[src/rtl/vpe_pkg.sv]
// Shared types and constants for the vpe dequant scheduler slice.
package vpe_pkg;

  typedef enum logic [1:0] {
    IDLE,
    RUN,
    DRAIN,
    DONE
  } sched_state_t;

  localparam logic [31:0] FP32_ONE = 32'h3F80_0000;

endpackage

[src/rtl/vpe_scale_table.sv]
// Per-column FP32 scale register file: synchronous write, combinational read,
// every entry returns to 1.0 on reset.
module vpe_scale_table
  import vpe_pkg::*;
#(
  parameter int NUM_COLS = 8,
  parameter int AW       = $clog2(NUM_COLS)
) (
  input  logic          clk,
  input  logic          rst,
  input  logic          wr_en,
  input  logic [AW-1:0] wr_addr,
  input  logic [31:0]   wr_data,
  input  logic [AW-1:0] rd_addr,
  output logic [31:0]   rd_data
);

  logic [31:0] entries [NUM_COLS];

  // The caller only raises wr_en for in-range addresses.
  always_ff @(posedge clk) begin
    if (!rst) begin
      for (int i = 0; i < NUM_COLS; i++) begin
        entries[i] <= FP32_ONE;
      end
    end else if (wr_en) begin
      entries[wr_addr] <= wr_data;
    end
  end

  assign rd_data = entries[rd_addr];

endmodule

[src/rtl/vpe_dequant_sched.sv]
// Per-tile sequencer feeding the vpe_dequanter: tags a row-major PSUM stream
// with per-column scales. Optional downstream backpressure via macro
// VPE_DEQUANT_SCHED_BACKPRESSURE_EN.
module vpe_dequant_sched
  import vpe_pkg::*;
#(
  parameter int PSUM_WIDTH = 32,
  parameter int NUM_COLS   = 8,
  parameter int ROW_W      = 16
) (
  input  logic                            clk,
  input  logic                            rst,
  input  logic                            cfg_start,
  input  logic                            cfg_dequant_en,
  input  logic [ROW_W-1:0]                cfg_num_rows,
  input  logic [$clog2(NUM_COLS+1)-1:0]   cfg_num_cols,
  input  logic                            scale_wr_en,
  input  logic [$clog2(NUM_COLS)-1:0]     scale_wr_addr,
  input  logic [31:0]                     scale_wr_data,
  input  logic                            psum_in_valid,
  input  logic [PSUM_WIDTH-1:0]           psum_in,
  output logic                            psum_in_ready,
  output logic                            dq_in_valid,
  output logic [PSUM_WIDTH-1:0]           dq_in,
  output logic [31:0]                     dq_scale,
  output logic                            dq_enable,
`ifdef VPE_DEQUANT_SCHED_BACKPRESSURE_EN
  input  logic                            dq_in_ready,
`endif
  output logic                            busy,
  output logic                            done,
  output logic                            cfg_err
);

  localparam int AW = $clog2(NUM_COLS);
  localparam int CW = $clog2(NUM_COLS + 1);

  sched_state_t state, next_state;

  logic             job_en;
  logic [ROW_W-1:0] num_rows_q;
  logic [CW-1:0]    num_cols_q;
  logic [ROW_W-1:0] row_cnt;
  logic [AW-1:0]    col_cnt;

  logic        idle;
  logic        ds_ready;
  logic        accept;
  logic        col_wrap;
  logic        row_last;
  logic        last_elem;
  logic        drain_exit;
  logic        wr_addr_oob;
  logic        cols_oob;
  logic        cfg_bad;
  logic        table_wr_en;
  logic [31:0] col_scale;

`ifdef VPE_DEQUANT_SCHED_BACKPRESSURE_EN
  assign ds_ready = dq_in_ready;
`else
  assign ds_ready = 1'b1;
`endif

  assign idle = (state == IDLE);

  // Range checks widen to 32 bits so they stay meaningful for any NUM_COLS.
  assign wr_addr_oob = 32'(scale_wr_addr) >= 32'(NUM_COLS);
  assign cols_oob    = 32'(cfg_num_cols) > 32'(NUM_COLS);
  assign cfg_bad     = (cfg_num_rows == '0) || (cfg_num_cols == '0) || cols_oob;
  assign table_wr_en = scale_wr_en && idle && !wr_addr_oob;

  assign psum_in_ready = (state == RUN) && (!dq_in_valid || ds_ready);
  assign accept        = psum_in_valid && psum_in_ready;

  assign col_wrap   = (CW'(col_cnt) + CW'(1)) == num_cols_q;
  assign row_last   = (row_cnt + ROW_W'(1)) == num_rows_q;
  assign last_elem  = col_wrap && row_last;
  assign drain_exit = dq_in_valid && ds_ready;

  assign busy = !idle;
  assign done = (state == DONE);

  vpe_scale_table #(
    .NUM_COLS (NUM_COLS),
    .AW       (AW)
  ) u_scale_table (
    .clk     (clk),
    .rst     (rst),
    .wr_en   (table_wr_en),
    .wr_addr (scale_wr_addr),
    .wr_data (scale_wr_data),
    .rd_addr (col_cnt),
    .rd_data (col_scale)
  );

  always_ff @(posedge clk) begin
    if (!rst) begin
      state <= IDLE;
    end else begin
      state <= next_state;
    end
  end

  // Degenerate tiles skip RUN and still produce a done pulse.
  always_comb begin
    next_state = state;
    case (state)
      IDLE:    if (cfg_start) next_state = cfg_bad ? DONE : RUN;
      RUN:     if (accept && last_elem) next_state = DRAIN;
      DRAIN:   if (drain_exit) next_state = DONE;
      DONE:    next_state = IDLE;
      default: next_state = IDLE;
    endcase
  end

  always_ff @(posedge clk) begin
    if (!rst) begin
      job_en      <= 1'b0;
      num_rows_q  <= '0;
      num_cols_q  <= '0;
      row_cnt     <= '0;
      col_cnt     <= '0;
      cfg_err     <= 1'b0;
      dq_in_valid <= 1'b0;
      dq_in       <= '0;
      dq_scale    <= '0;
      dq_enable   <= 1'b0;
    end else begin
      if (!idle && (cfg_start || scale_wr_en)) begin
        cfg_err <= 1'b1;
      end
      if (idle && scale_wr_en && wr_addr_oob) begin
        cfg_err <= 1'b1;
      end

      if (idle && cfg_start) begin
        job_en     <= cfg_dequant_en;
        num_rows_q <= cfg_num_rows;
        num_cols_q <= cfg_num_cols;
        row_cnt    <= '0;
        col_cnt    <= '0;
        if (cols_oob) begin
          cfg_err <= 1'b1;
        end
      end

      if (accept) begin
        if (col_wrap) begin
          col_cnt <= '0;
          row_cnt <= row_cnt + ROW_W'(1);
        end else begin
          col_cnt <= col_cnt + AW'(1);
        end
      end

      if (state == DONE) begin
        row_cnt <= '0;
        col_cnt <= '0;
      end

      // The output slot is free whenever accept is possible, so a load never
      // overwrites an element the dequanter has not taken.
      if (accept) begin
        dq_in_valid <= 1'b1;
        dq_in       <= psum_in;
        dq_scale    <= col_scale;
        dq_enable   <= job_en;
      end else if (ds_ready) begin
        dq_in_valid <= 1'b0;
      end
    end
  end

endmodule

[config.mk]
export PLATFORM = sky130hd
export DESIGN_NAME = vpe_dequant_sched
export DESIGN_NICKNAME = d
export VERILOG_FILES = /design/src/rtl/vpe_pkg.sv /design/src/rtl/vpe_scale_table.sv /design/src/rtl/vpe_dequant_sched.sv
export SDC_FILE = /design/constraint.sdc
export NUM_CORES = 1
export LEC_CHECK = 0
export ABC_AREA = 1
export CORE_ASPECT_RATIO = 1.1
export CORE_UTILIZATION = 50
export DETAILED_ROUTE_END_ITERATION = 12
export GPL_TIMING_DRIVEN = 0
export HOLD_SLACK_MARGIN = 0.15
export PLACE_DENSITY = 0.71
export SKIP_CTS_REPAIR_TIMING = 1
export SLEW_MARGIN = 20
export SYNTH_ARGS = -nofsm -noshare
export SYNTH_HDL_FRONTEND = slang
export SYNTH_HIERARCHICAL = 1
export SYNTH_SLANG_ARGS = --single-unit
[constraint.sdc]
create_clock -name clk -period 3.7 [get_ports clk]
set_clock_uncertainty 0.1 [all_clocks]
set_input_delay 0.74 -clock clk [delete_from_list [all_inputs] [get_ports clk]]
set_output_delay 0.74 -clock clk [all_outputs]
set_load 0.005 [all_outputs]
## Yosys cells after proc, flatten, opt, wreduce, memory -nomap -nowiden

Memories as Yosys holds them, arrays and structs flattened. A register that Yosys moved wholly into a read port is not among the register bits.
Cells that the tools add are included.

| word-level totals | value |
|---|---|
| memories kept | 1 |
| RAM bits | 256 |
| bits in registers | 77 |
| ROM bits | 0 |
| word-level logic and storage cells | 64 |
| output and inout bits | 70 |
| bits in latches | 0 |
| input bits | 93 |

| cells by class | value |
|---|---|
| div/mod/pow operators | 0 |
| $mul | 0 |
| equality and inequality tests | 8 |
| shift operators | 0 |
| mux-type cells | 22 |
| reductions and logical operators | 18 |
| bitwise operators | 1 |
| magnitude comparators | 1 |
| add/sub/neg operators | 3 |

Memory list:

| name | depth | bits a word | read ports | clocked after Yosys merged registers in | wr ports | line | source |
|---|---|---|---|---|---|---|---|
| u_scale_table.entries | 8 | 32 | 1 | 1 | 8 | vpe_scale_table.sv:18 | `logic [31:0] entries [NUM_COLS];` |

Operator list:

| operator | number |
|---|---|
| two-way mux 16 bit | 3 |
| two-way mux 32 bit | 1 |
| OR reduction 32 bit | 1 |
| adder 16 x 1 -> 16 bit (second input constant) | 1 |
| == test 16 bit | 1 |
| zero test 16 bit | 1 |
| two-way mux 3 bit | 4 |
| two-way mux 1 bit | 9 |
| two-way mux 2 bit | 4 |
| one-hot mux 2 bit (4 select lines) | 1 |
| logical AND 1 bit | 6 |
| adder 3 x 1 -> 4 bit (second input constant) | 1 |
| == test 2 bit (second input constant) | 2 |
| == test 4 bit | 1 |
| greater-than comparator 4 bit (second input constant) | 1 |
| zero test 4 bit | 1 |
| inequality test 2 bit (second input constant) | 2 |
| adder 3 x 1 -> 3 bit (second input constant) | 1 |
| logical OR 1 bit | 3 |
| AND reduction 3 bit | 1 |
| == test 2 x 1 -> 1 bit (second input constant) | 1 |
| zero test 1 bit | 2 |
| zero test 2 bit | 1 |
| inequality test 2 x 1 -> 1 bit (second input constant) | 1 |
| other kinds (3) | 3 |

## Longest topological paths before layout

| logic depth | value |
|---|---|
| word-level depth | 7 |
| gate-level depth with buffers | 16 |
| depth with buffers taken out | 16 |

## Cells and area by module

Netlist, hierarchy kept.

By module, submodules not included:

| module | cells an instance | area an instance (µm²) | sequential area each (µm²) | instances |
|---|---|---|---|---|
| vpe_scale_table | 1447 | 12630.9 | 7687.4 | 1 |
| vpe_dequant_sched | 688 | 4810.9 | 2182.1 | 1 |

## Worst setup path before layout

OpenSTA, ideal clock, no wires.

| timing path | value |
|---|---|
| kind | input -> register |
| from | input port scale_wr_en |
| to | memory u_scale_table.entries[6][0] (enable) |
| arrival time | 2195 ps |
| path buffers | 1 |
| stages | 9 |
| library setup time | 389 ps |
| slack | 1015 ps |
| required time | 3211 ps |
| cells stage by stage | nand2_1 inv_1 nand2_4 nor2_4 inv_4 nor2_8 inv_4 buf_6 nand2_1 |

RTL lines:

| item | line | source |
|---|---|---|
| from (decl) | vpe_dequant_sched.sv:17 | `input logic scale_wr_en,` |
| to (decl) | vpe_scale_table.sv:18 |  |

==> flow_metrics.env <==
export IMPL_cts_root_buffer="clkbuf_16"
export IMPL_outcome="completed"
export IMPL_crit_fanout=17
export IMPL_drc=0
export IMPL_r2r_start="state[1]"
export IMPL_cp_common_cell="buf_6"
export IMPL_drt_pass1_iterations=6
export IMPL_syn_avg_cell_area_um2=8.17
export IMPL_routabilityCongestion=0.891
export IMPL_wl_per_cell_um=16.7
export IMPL_worst_slew_margin_rel=0.406
export IMPL_drtIter0Drc=1380
export IMPL_critPathRequiredTime_ps=3840
export IMPL_path_buf_inv=5
export IMPL_yosys_warnings=6
export IMPL_synthCells=2135
export IMPL_critPathLaunch="rst"
export IMPL_min_path_type="reg -> reg"
export IMPL_routed_wl_mm=46.9
export IMPL_final_antenna_net_count=0
export IMPL_netlist_top_cells_count="577 x nand2_1, 373 x nor2_1, 345 x inv_1"
export IMPL_power_leakage_uw=0.00933
export IMPL_areaGrowthSynthToFinish_pct=20.2
export IMPL_chipWidth_um=180
export IMPL_ys_ff_latch=365
export IMPL_fin_util=0.611
export IMPL_dpl_cell_count=2743
export IMPL_critical_path_top_delay_family="buffers and inverters"
export IMPL_grt_max_degree=28
export IMPL_ys_async_sr_fraction=0
export IMPL_post_route_min_period_ps=3130
export IMPL_worst_slew_pin_slew_ps=888
export IMPL_cts_buffers=39
export IMPL_final_nets=2446
export IMPL_p_total_uw=11000
export IMPL_ir_worst_vdd_mv=0.334
export IMPL_avgViaCountPerCell=5.19
export IMPL_synth_cell_types=35
export IMPL_maxSlewViolCount=0
export IMPL_critPathLaunchType="input pin"
export IMPL_io_buffer_count=162
export IMPL_core_mm2=0.0343
export IMPL_first_global_vias=14100
export IMPL_worstPathCellList="clkdlybuf4s50_1, buf_6, nand3_4, nor2_4, inv_2, buf_6, nand2_2, buf_16"
export IMPL_drive_above_1_share=0.0653
export IMPL_yosysSeqAreaShare=0.566
export IMPL_hold_violations=0
export IMPL_synth_edf_count=256
export IMPL_endpoint_kind="flip-flop"
export IMPL_fin_crit_sh=0.847
export IMPL_grt_pass1_wl_mm=73.0
export IMPL_synth_top_cell_area_share=0.441
export IMPL_netlist_top_cells_area="edfxtp_1 44%, dfxtp_1 13%, nand2_1 12%"
export IMPL_worstPathArrival_ps=3270
export IMPL_post_dp_hpwl_mm=33.2
export IMPL_slowest_stage="clkdlybuf4s50_1"
export IMPL_rsz0062_at_grt="no"
export IMPL_synth_top_cell_by_area="edfxtp_1"
export IMPL_fmax_mhz=319
export IMPL_cts_tree="yes"
export IMPL_cap_violations=0
export IMPL_powerDensity_mw_per_mm2=523
export IMPL_cts_sinks=365
export IMPL_hp_start="num_rows_q[6]"
export IMPL_diodes=0
export IMPL_synthFlopType="edfxtp_1"
export IMPL_fin_cells=2812
export IMPL_fill_cells=3006
export IMPL_cts_path_max_buffers=3
export IMPL_vias=14600
export IMPL_gr_total_overflow=0
export IMPL_ioPinCount=163
export IMPL_syn_nets=2235
export IMPL_fp_dieH_um=198
export IMPL_antenna_found_initial=0
export IMPL_setup_viol=0
export IMPL_synth_area_mm2=0.0174
export IMPL_grt_use_total=0.265
export IMPL_htreeDepth=2
export IMPL_post_synth_top_count_cell="nand2_1"
export IMPL_path_clk_slew_ps=60
export IMPL_clk_latency_ps=550
export IMPL_max_stage_delay_ps=800
export IMPL_start_util=0.509
export IMPL_worstSetupPathType="in -> reg"
export IMPL_die_area_mm2=0.0356
export IMPL_num_rows=71
power by group:
group | leakage [uW] | switching (uW) | internal (uW)
clock network | 0.000556 | 1560 | 2010
registers | 0.00335 | 180 | 4740
logic | 0.00542 | 1530 | 946
total | 0.00933 | 3270 | 7690
worst paths after layout:
| check | endpoint | slack, ps | depth (start not counted) |
|---|---|---|---|
| hold reg to reg | num_rows_q[6] | 370 | 2 |
| hold / removal | num_rows_q[6] | 370 | 2 |
| setup / recovery | u_scale_table/entries[1][7] | 570 | 8 |
| setup reg to reg | u_scale_table/entries[1][7] | 750 | 10 |
layer usage:
layer | GRT usage | part of all wire
met1 | 0.333 | 0.41
met2 | 0.455 | 0.47
met3 | 0.0375 | 0.079
met4 | 0.120 | 0.039
met5 | 0 | 0
worst reg2reg max path, delay by kind of cell, from the launching register on:
family        cells  cell delay [ps]
flops             1              340
fa+ha+maj         1              240
buf+inv           5              960
simple gates      4             1000
metrics by stage:
stage                     TNS (ps)  setup slack [ps]  cell area, um^2  hold WS, ps
final                            0               568            21000          368
after global routing             0               464            21000          398
after CTS                        0               612            21000          374
after detailed placement         0              58.2            19800          366
after global placement     -130510              -569            19600          359
after floorplan                  0              1020            17400          344
sequential cells by signal, summed over array words and instances, names as in the netlist:
register	cells
num_rows_q	16
dq_in_valid	1
col_cnt	3
num_cols_q	4
u_scale_table/entries	256
dq_in	32
state	2
dq_scale	32
cfg_err	1
dq_enable	1
row_cnt	16
job_en	1
layout make-up:
cell class	count	area [um^2]	share of cell area
flip-flops and latches	365	9870	0.471
multi-input cells	1315	5700	0.272
repair buffers	170	1810	0.0864
inverters	358	1360	0.0647
clock buffers	55	1070	0.0509
well taps	438	548	0.0261
plain buffers	97	539	0.0257
clock inverters	14	75.1	0.00358
cells in the final DEF, fill, tap and decap left out, types with 3 or more instances in the layout:
| cell | count |
|---|---|
| o21ai_0 | 95 |
| clkbuf_16 | 39 |
| clkdlybuf4s50_1 | 162 |
| clkbuf_8 | 3 |
| nand3_1 | 171 |
| a31oi_1 | 4 |
| inv_1 | 345 |
| inv_4 | 5 |
| buf_1 | 4 |
| nor4_1 | 4 |
| a21oi_1 | 33 |
| nand2_2 | 11 |
| buf_2 | 38 |
| buf_12 | 4 |
| edfxtp_1 | 256 |
| nand2_1 | 569 |
| a311oi_1 | 5 |
| inv_6 | 4 |
| nor2_1 | 373 |
| nor2_4 | 11 |
| ha_1 | 7 |
| buf_6 | 17 |
| buf_16 | 4 |
| dfxtp_1 | 109 |
| nor2_8 | 4 |
| inv_2 | 7 |
| nand4_1 | 10 |
| clkinv_1 | 9 |
| clkbuf_1 | 51 |
cells by family after synthesis:
group,synth area share
buf+inv,0.109
flops,0.566
compound gates,0.0434
fa+ha+maj,0.00502
simple gates,0.276
xor+xnor,0.00100
Note: power is estimated with default switching activity, not from simulation.
